File: src/rtl/chip8_sprite_fetch.sv
// -----------------------------------------------------------------------------
// chip8_sprite_fetch
//
// DXYN sequencer that sits in front of the CHIP-8 display stage. A start
// request latches the X/Y origin, the sprite height n and the base address I.
// The block then fetches rows I..I+n-1 from memory, one at a time. Each row is
// presented to the display with a one-cycle draw strobe. The display's
// per-row collision flags are ORed together, and the result is reported as
// the VF value together with a done pulse.
//
// Row timing: READ(1) + WAIT(MEM_LAT) + DRAW(1) + CHECK(1) cycles per row.
// done is high n*(MEM_LAT+3)+1 cycles after the start-accept edge.
//
// Optional feature (compile-time macro CHIP8_SPRITE_CLIP_EN):
//   Rows with y+row_index >= 32 are skipped at no cycle cost. Pixels in
//   columns with x+col >= 64 are masked to 0.
//   Without the macro, every row is fetched and drawn unmodified, and
//   wrap-around is handled downstream.
//
// Parameters
//   ADDR_W   memory address width (address arithmetic wraps mod 2^ADDR_W)
//   MEM_LAT  memory read latency in cycles, 1..4
//
// Ports
//   clk          in   system clock, all state on posedge
//   reset        in   asynchronous active-low reset
//   start        in   one-cycle DXYN request, dropped while busy
//   vx, vy       in   coordinate sources (latched mod 64 / mod 32)
//   n            in   sprite height in rows
//   i_reg        in   sprite base address
//   mem_rd_en    out  memory read strobe
//   mem_addr     out  read address, valid with mem_rd_en
//   mem_rdata    in   read data, MEM_LAT cycles after mem_rd_en
//   draw         out  one-cycle row strobe to the display
//   x, y         out  latched origin
//   row_index    out  current row
//   sprite_data  out  row byte, MSB = leftmost pixel
//   collision    in   display collision flag, valid the cycle after draw
//   busy         out  high from start-accept until done
//   done         out  one-cycle completion pulse
//   vf_we        out  VF write strobe, coincident with done
//   vf_data      out  8'h01 if any row collided, else 8'h00
// -----------------------------------------------------------------------------
module chip8_sprite_fetch #(
    parameter int ADDR_W  = 12,
    parameter int MEM_LAT = 1
) (
    input  logic              clk,
    input  logic              reset,
    input  logic              start,
    input  logic [7:0]        vx,
    input  logic [7:0]        vy,
    input  logic [3:0]        n,
    input  logic [ADDR_W-1:0] i_reg,
    output logic              mem_rd_en,
    output logic [ADDR_W-1:0] mem_addr,
    input  logic [7:0]        mem_rdata,
    output logic              draw,
    output logic [5:0]        x,
    output logic [4:0]        y,
    output logic [3:0]        row_index,
    output logic [7:0]        sprite_data,
    input  logic              collision,
    output logic              busy,
    output logic              done,
    output logic              vf_we,
    output logic [7:0]        vf_data
);

    localparam logic [2:0] LAT_C = 3'(MEM_LAT);

    typedef enum logic [2:0] {
        ST_IDLE   = 3'd0,
        ST_READ   = 3'd1,
        ST_WAIT   = 3'd2,
        ST_DRAW   = 3'd3,
        ST_CHECK  = 3'd4,
        ST_FINISH = 3'd5
    } state_t;

`ifdef CHIP8_SPRITE_CLIP_EN
    // Keep-mask for the row byte: bit b is pixel column 7-b.
    // A column survives only while it stays on the 64-pixel-wide screen.
    function automatic logic [7:0] col_mask(input logic [5:0] xo);
        logic [7:0] m;
        m = 8'h00;
        for (int b = 0; b < 8; b++) begin
            m[b] = (({1'b0, xo} + 7'(7 - b)) < 7'd64);
        end
        return m;
    endfunction
`endif

    state_t            state_r, state_s;
    logic [2:0]        wait_cnt_r, wait_cnt_s;
    logic [3:0]        n_r, n_s;
    logic [ADDR_W-1:0] base_r, base_s;
    logic              acc_r, acc_s;
    logic              last_row_s;

    logic              mem_rd_en_r, mem_rd_en_s;
    logic [ADDR_W-1:0] mem_addr_r, mem_addr_s;
    logic              draw_r, draw_s;
    logic [5:0]        x_r, x_s;
    logic [4:0]        y_r, y_s;
    logic [3:0]        row_r, row_s;
    logic [7:0]        data_r, data_s;
    logic              busy_r, busy_s;
    logic              done_r, done_s;
    logic              vf_we_r, vf_we_s;
    logic [7:0]        vf_data_r, vf_data_s;

    // Next-state and next-output logic. All outputs are registered from these.
    always_comb begin
        state_s     = state_r;
        wait_cnt_s  = wait_cnt_r;
        n_s         = n_r;
        base_s      = base_r;
        acc_s       = acc_r;
        x_s         = x_r;
        y_s         = y_r;
        row_s       = row_r;
        data_s      = data_r;
        mem_rd_en_s = 1'b0;
        mem_addr_s  = mem_addr_r;
        draw_s      = 1'b0;
        busy_s      = busy_r;
        done_s      = 1'b0;
        vf_we_s     = 1'b0;
        vf_data_s   = 8'h00;

        // The last row is n-1. Under clipping, rows below the bottom edge are
        // dropped entirely. This ends the sprite early at zero cycle cost.
        // Once y+row reaches 32, every later row is off-screen too.
        last_row_s = (row_r == (n_r - 4'd1));
`ifdef CHIP8_SPRITE_CLIP_EN
        if (({1'b0, y_r} + {2'b00, row_r} + 6'd1) >= 6'd32) begin
            last_row_s = 1'b1;
        end else begin
            last_row_s = (row_r == (n_r - 4'd1));
        end
`endif

        case (state_r)
            ST_IDLE: begin
                if (start) begin
                    x_s    = vx[5:0];
                    y_s    = vy[4:0];
                    n_s    = n;
                    base_s = i_reg;
                    acc_s  = 1'b0;
                    row_s  = 4'd0;
                    busy_s = 1'b1;
                    if (n == 4'd0) begin
                        state_s = ST_FINISH;
                    end else begin
                        state_s     = ST_READ;
                        mem_rd_en_s = 1'b1;
                        mem_addr_s  = i_reg;
                    end
                end else begin
                    state_s = ST_IDLE;
                end
            end
            ST_READ: begin
                state_s    = ST_WAIT;
                wait_cnt_s = 3'd1;
            end
            ST_WAIT: begin
                if (wait_cnt_r == LAT_C) begin
`ifdef CHIP8_SPRITE_CLIP_EN
                    data_s = mem_rdata & col_mask(x_r);
`else
                    data_s = mem_rdata;
`endif
                    state_s = ST_DRAW;
                    draw_s  = 1'b1;
                end else begin
                    wait_cnt_s = wait_cnt_r + 3'd1;
                end
            end
            ST_DRAW: begin
                state_s = ST_CHECK;
            end
            ST_CHECK: begin
                acc_s = acc_r | collision;
                if (last_row_s) begin
                    state_s = ST_FINISH;
                end else begin
                    row_s       = row_r + 4'd1;
                    state_s     = ST_READ;
                    mem_rd_en_s = 1'b1;
                    mem_addr_s  = base_r + ADDR_W'(row_r + 4'd1);
                end
            end
            ST_FINISH: begin
                state_s   = ST_IDLE;
                busy_s    = 1'b0;
                done_s    = 1'b1;
                vf_we_s   = 1'b1;
                vf_data_s = {7'b0000000, acc_r};
            end
            default: begin
                state_s = ST_IDLE;
                busy_s  = 1'b0;
            end
        endcase
    end

    // State, latched operands and registered outputs.
    // The asynchronous reset aborts any sequence in progress.
    always_ff @(posedge clk or negedge reset) begin
        if (!reset) begin
            state_r     <= ST_IDLE;
            wait_cnt_r  <= 3'd0;
            n_r         <= 4'd0;
            base_r      <= '0;
            acc_r       <= 1'b0;
            mem_rd_en_r <= 1'b0;
            mem_addr_r  <= '0;
            draw_r      <= 1'b0;
            x_r         <= 6'd0;
            y_r         <= 5'd0;
            row_r       <= 4'd0;
            data_r      <= 8'h00;
            busy_r      <= 1'b0;
            done_r      <= 1'b0;
            vf_we_r     <= 1'b0;
            vf_data_r   <= 8'h00;
        end else begin
            state_r     <= state_s;
            wait_cnt_r  <= wait_cnt_s;
            n_r         <= n_s;
            base_r      <= base_s;
            acc_r       <= acc_s;
            mem_rd_en_r <= mem_rd_en_s;
            mem_addr_r  <= mem_addr_s;
            draw_r      <= draw_s;
            x_r         <= x_s;
            y_r         <= y_s;
            row_r       <= row_s;
            data_r      <= data_s;
            busy_r      <= busy_s;
            done_r      <= done_s;
            vf_we_r     <= vf_we_s;
            vf_data_r   <= vf_data_s;
        end
    end

    assign mem_rd_en   = mem_rd_en_r;
    assign mem_addr    = mem_addr_r;
    assign draw        = draw_r;
    assign x           = x_r;
    assign y           = y_r;
    assign row_index   = row_r;
    assign sprite_data = data_r;
    assign busy        = busy_r;
    assign done        = done_r;
    assign vf_we       = vf_we_r;
    assign vf_data     = vf_data_r;

endmodule

File: config.mk
export PLATFORM = sky130hd
export DESIGN_NAME = chip8_sprite_fetch
export DESIGN_NICKNAME = d
export VERILOG_FILES = /design/src/rtl/chip8_sprite_fetch.sv
export SDC_FILE = /design/constraint.sdc
export NUM_CORES = 1
export LEC_CHECK = 0
export CAP_MARGIN = 20
export CORE_MARGIN = 8
export CORE_UTILIZATION = 25
export CTS_CLUSTER_DIAMETER = 150
export CTS_CLUSTER_SIZE = 14
export DETAILED_ROUTE_END_ITERATION = 8
export GPL_TIMING_DRIVEN = 0
export HOLD_SLACK_MARGIN = 0.02
export PLACE_DENSITY = 0.56
export SYNTH_ARGS = -nofsm -noshare
export SYNTH_HDL_FRONTEND = slang
export SYNTH_SLANG_ARGS = --single-unit
File: constraint.sdc
create_clock -name clk -period 2.8 [get_ports clk]
set_input_delay 0.56 -clock clk [delete_from_list [all_inputs] [get_ports clk]]
set_output_delay 0.56 -clock clk [all_outputs]
set_load 0.01 [all_outputs]
### Word-level counts from Yosys, hierarchy flattened

Index checks and enable logic that the tools add are counted.

| storage, ports and cells | value |
|---|---|
| flip-flop bits (word level) | 70 |
| input port bits | 44 |
| output and inout bits | 48 |
| word-level logic and storage cells | 72 |

| cells by class | value |
|---|---|
| add/subtract/negate cells | 5 |
| equal/unequal tests | 12 |
| muxes and demuxes | 26 |
| bitwise logic cells | 2 |
| reduce and logical (&&, ||, !) cells | 12 |

Operator list:

| kind | count |
|---|---|
| 12-bit 2-to-1 mux | 3 |
| 12-bit one-hot mux with 2 select lines | 1 |
| 3-bit 2-to-1 mux | 5 |
| 3-bit one-hot mux with 5 select lines | 1 |
| 12-bit by 5-bit adder with 12-bit output | 1 |
| 2-bit != test, second input constant | 5 |
| 2-bit AND reduction | 5 |
| 1-bit 2-to-1 mux | 9 |
| 4-bit 2-to-1 mux | 2 |
| 4-bit one-hot mux with 2 select lines | 1 |
| 3-bit by 1-bit equality test with 1-bit output, second input constant | 2 |
| 3-bit by 2-bit equality test with 1-bit output, second input constant | 2 |
| 3-bit equality test, second input constant | 2 |
| 1-bit one-hot mux with 2 select lines | 3 |
| 3-bit one-hot mux with 2 select lines | 1 |
| 4-bit by 1-bit adder with 5-bit output, second input constant | 1 |
| 4-bit by 1-bit adder with 4-bit output, second input constant | 1 |
| 4-bit equality test | 1 |
| 4-bit zero test | 1 |
| 4-bit AND reduction | 1 |
| 2-bit nonzero test | 2 |
| 4-bit OR reduction | 1 |
| 4-bit by 1-bit subtractor with 4-bit output, second input constant | 1 |
| 3-bit by 1-bit adder with 3-bit output, second input constant | 1 |
| 4 further kinds | 4 |

### Longest topological paths before layout

| logic depth | value |
|---|---|
| depth in word-level cells | 4 |
| mapped depth | 9 |
| mapped depth without buffers | 8 |

### Worst setup path after synthesis

Ideal clock, no wire load.

| path | value |
|---|---|
| kind | reg2reg |
| from | register row_r[0], in the netlist row_index[0] |
| to | register mem_addr_r[10], in the netlist mem_addr[10] |
| library setup time | 126 ps |
| arrival time | 2051 ps |
| data required time | 2674 ps |
| slack | 623 ps |
| cell stages (with the launch flop) | 9 |
| path buffers | 0 |
| period minus slack after synthesis | 2177 ps |
| cells stage by stage | dfrtp_1 -> inv_1 -> ha_1 -> fa_1 -> nand2b_1 -> a21oi_1 -> nand4_1 -> xnor2_1 -> a221o_1 |

| on the way | value |
|---|---|
| word-level cells in the longest chain between the ends | 4 |
| elaborated cells on any way between the ends | 7 |
| classes of those cells | add/sub: 2; eq/ne: 2; mux: 2; reduce/logical: 1 |

Ends and longest elaborated chain:

| item | RTL line | source |
|---|---|---|
| start, declared | 106 | `logic [3:0] row_r, row_s;` |
| start signal, assigned | 241 | `row_r <= row_s;` |
| 4-bit by 1-bit adder with 5-bit output | 193 | `mem_addr_s = base_r + ADDR_W'(row_r + 4'd1);` |
| 12-bit by 5-bit adder with 12-bit output | 193 |  |
| 12-bit 2-to-1 mux | 187 | `if (last_row_s) begin` |
| 12-bit one-hot mux with 2 select lines | 144 | `case (state_r)` |
| end signal, assigned | 237 | `mem_addr_r <= mem_addr_s;` |
| end, declared | 102 | `logic [ADDR_W-1:0] mem_addr_r, mem_addr_s;` |

Parallel ways exist; a longest one is shown, timed or not. The select of a mux whose other input is x is not followed.
A chain may end at the register's enable or synchronous reset.

### Worst setup path after layout

Same ends and word-level chain as after synthesis.

==> out/results.ini <==
[finish]
final_cell_mix=nand2_1 (85), clkdlybuf4s50_1 (78), dfrtp_1 (63)
fillCellCount=1263
drive_gt1_share_pct=12.0
num-nets-final=463
n_antenna_cell=0
syn_to_final_growth_pct=42.3
final_common_cell=nand2_1
stdcell_area_sq_um=4430

[floorplanning]
rows=40
num_io_pins=92
die-area_sq_um=16300
dieWidth_um=128
core_area_sq_um=12100
die_h_um=128
start_util_pct=25.7

[global_routing]
grt_pass1_wl_um=13600
track_usage_pct=10.5
grt_max_degree=64
antenna_found_initial=0
grt_overflow=0
grt_pass1_vias=2645

[power]
power.density_nw_per_um2=1060
p_leak_nw=1.97
vdd_drop_max_v=0.000445

[worst_setup_path]
ff2ff_setup_slack_ps=330
r2r_start=row_index[0]
arrival_ps=2680
cp.required_ps=3010
start_kind=flop
crit_fanout=8
timing.rr.end=mem_addr[10]
r2r_cells=8
criticalPathCategory=flop to flop
end_kind=flop

[yosys]
synth_edf_count=0
synth_cells=314
synthArstFlopShare_pct=100
synth.yosys.seq_area_share_pct=50.6
syn_area_sq_um=3110
yosysWarnings=0
synth_top_flop_cell=dfrtp_1
synth-seq-cells=63
synth_area_per_cell_sq_um=9.92
synth_cell_types=53

[routing]
totalWireLength_um=8230
drc=0
wl_per_cell_um=14.1
firstDrtPassIters=4
vias=2543
drt-initial-drc-count=82
antenna_left=0
post_drt_via_cell_ratio=4.36

[clocking]
cts_root_buf=clkbuf_16
cts_tree=built
cts.path.max_buffers=2
cts_setup_buffers=0
htreeDepth=3
clock_latency_ps=330
clk_pin_slew_ps=60
clock-sinks=63
cts-buffers-inserted=9
cts_resized=0
hold_buffers=0

[sta]
max_slew.worst_pin.slew_ps=820
timing.final.crit_share_pct=88.2
clock.fmax_mhz=405
holdWs_ps=332
max_slew_margin_pct=45.4
maxSlewViolCount=0
finalSetupViolCount=0
fin_skew_ps=5.79
rsz0062_at_grt=no
period_needed_ps=2470
hold_viol_final=0

[placed_design]
dp_hpwl_um=6070
io_buffers=79
gp_congestion=0.756
placed_area_sq_um=4140

[status]
status=complete, no violations

[hold_path]
hp-class=primary input to asynchronous set/reset pin

[flow_run]
cap_violations=0

[cell usage after synthesis (2+ instances only)]
cell / instances / area, sq um
nand4_1: 4 / 25.0
nor2_1: 11 / 41.3
mux2_2: 16 / 180
ha_1: 8 / 100
buf_6: 2 / 22.5
xnor2_1: 6 / 52.6
xor2_1: 5 / 43.8
a221o_1: 5 / 50.1
o31ai_1: 4 / 30.0
nor3_1: 3 / 15.0
dfrtp_1: 63 / 1580
a211oi_1: 2 / 15.0
buf_4: 8 / 60.1
nand2_1: 85 / 319
nor2_2: 2 / 12.5
nor2b_1: 2 / 12.5
nand2b_1: 2 / 12.5
and3_1: 5 / 31.3
clkbuf_1: 8 / 30.0
inv_1: 10 / 37.5
a32o_1: 2 / 20.0
o21a_1: 2 / 15.0
buf_2: 2 / 10.0
and2_1: 3 / 18.8
nand3_1: 4 / 20.0
a21oi_1: 9 / 45.0
o21ai_0: 15 / 75.1
[sequential cells by signal, summed over array words and instances, names as in the netlist, 3 cells and up]
name	cells
state_r	3
mem_addr	12
sprite_data	8
x	6
wait_cnt_r	3
base_r	12
y	5
n_r	4
row_index	4
[metrics by stage]
step,instances,worst slack (ps),util (%),power (mW),TNS [ps]
floorplan,320,623,-,2.77,0
global placement,567,-1140,34.2,3.64,-71750
detailed placement,567,50.4,34.1,3.68,0
CTS,583,349,36.6,4.80,0
global route,583,187,36.6,5.08,0
finish,583,329,36.6,4.72,0
[final cells by class]
type	instances	area, sq um	share of cell area (%)
Inverter	12	47.5	1.07
Timing Repair Buffer	79	788	17.8
Sequential cell	63	1580	35.6
Clock buffer	13	280	6.33
Clock inverter	3	15.0	0.339
Buffer	20	123	2.77
Multi-Input combinational cell	225	1390	31.4
Tap cell	168	210	4.74
[layer usage]
layer	up-vias	part of all wire (%)	GRT usage, %
met1	1201	44	12.1
met2	86	45	16.9
met5	-	0	0
li1	1246	-	-
met4	0	1.3	3.36
met3	10	9.6	5.20
[cells by family (layout without fill, tap and decap cells)]
family                     count (synthesis)  in the layout  synth area share (%)
other                                      1              7                 0.120
and+or+nand+nor                          129            129                  18.7
xor gates and xnor gates                  12             12                  3.82
DFF                                       63             63                  50.6
muxes                                     18             18                  6.47
AOI/OAI and AO/OA                         50             50                  11.0
buffers and inverters                     32            127                  5.46
adders and majority gates                  9              9                  3.86
[report_power, final]
part,leakage (nW),internal [mW],switching [mW],total [mW]
Combinational,1.04,1.07,0.988,2.06
Clock,0.151,0.691,0.395,1.09
Sequential,0.780,1.31,0.270,1.58
Total,1.97,3.06,1.65,4.72
[worst max-delay path, cell delays in order, from the launching register on]
cell and delay, ps:
dfrtp_1 510, inv_1 90, ha_1 240, fa_1 390, nand2b_1 200, a21oi_1 310
nand4_1 170, xnor2_1 160, a221o_1 300
[worst max-delay path by stage]
stage                         to         start  cells past startpoint  slack (ps)
finish              mem_addr[10]  row_index[0]                      8         330
detailed placement   mem_addr[0]         start                      7          50
global placement            y[4]         reset                      1       -1140
floorplan           mem_addr[10]  row_index[0]                      8         620
global route        mem_addr[10]  row_index[0]                      8         190
CTS                 mem_addr[10]  row_index[0]                      8         350
(Power assumes the default switching activity.)
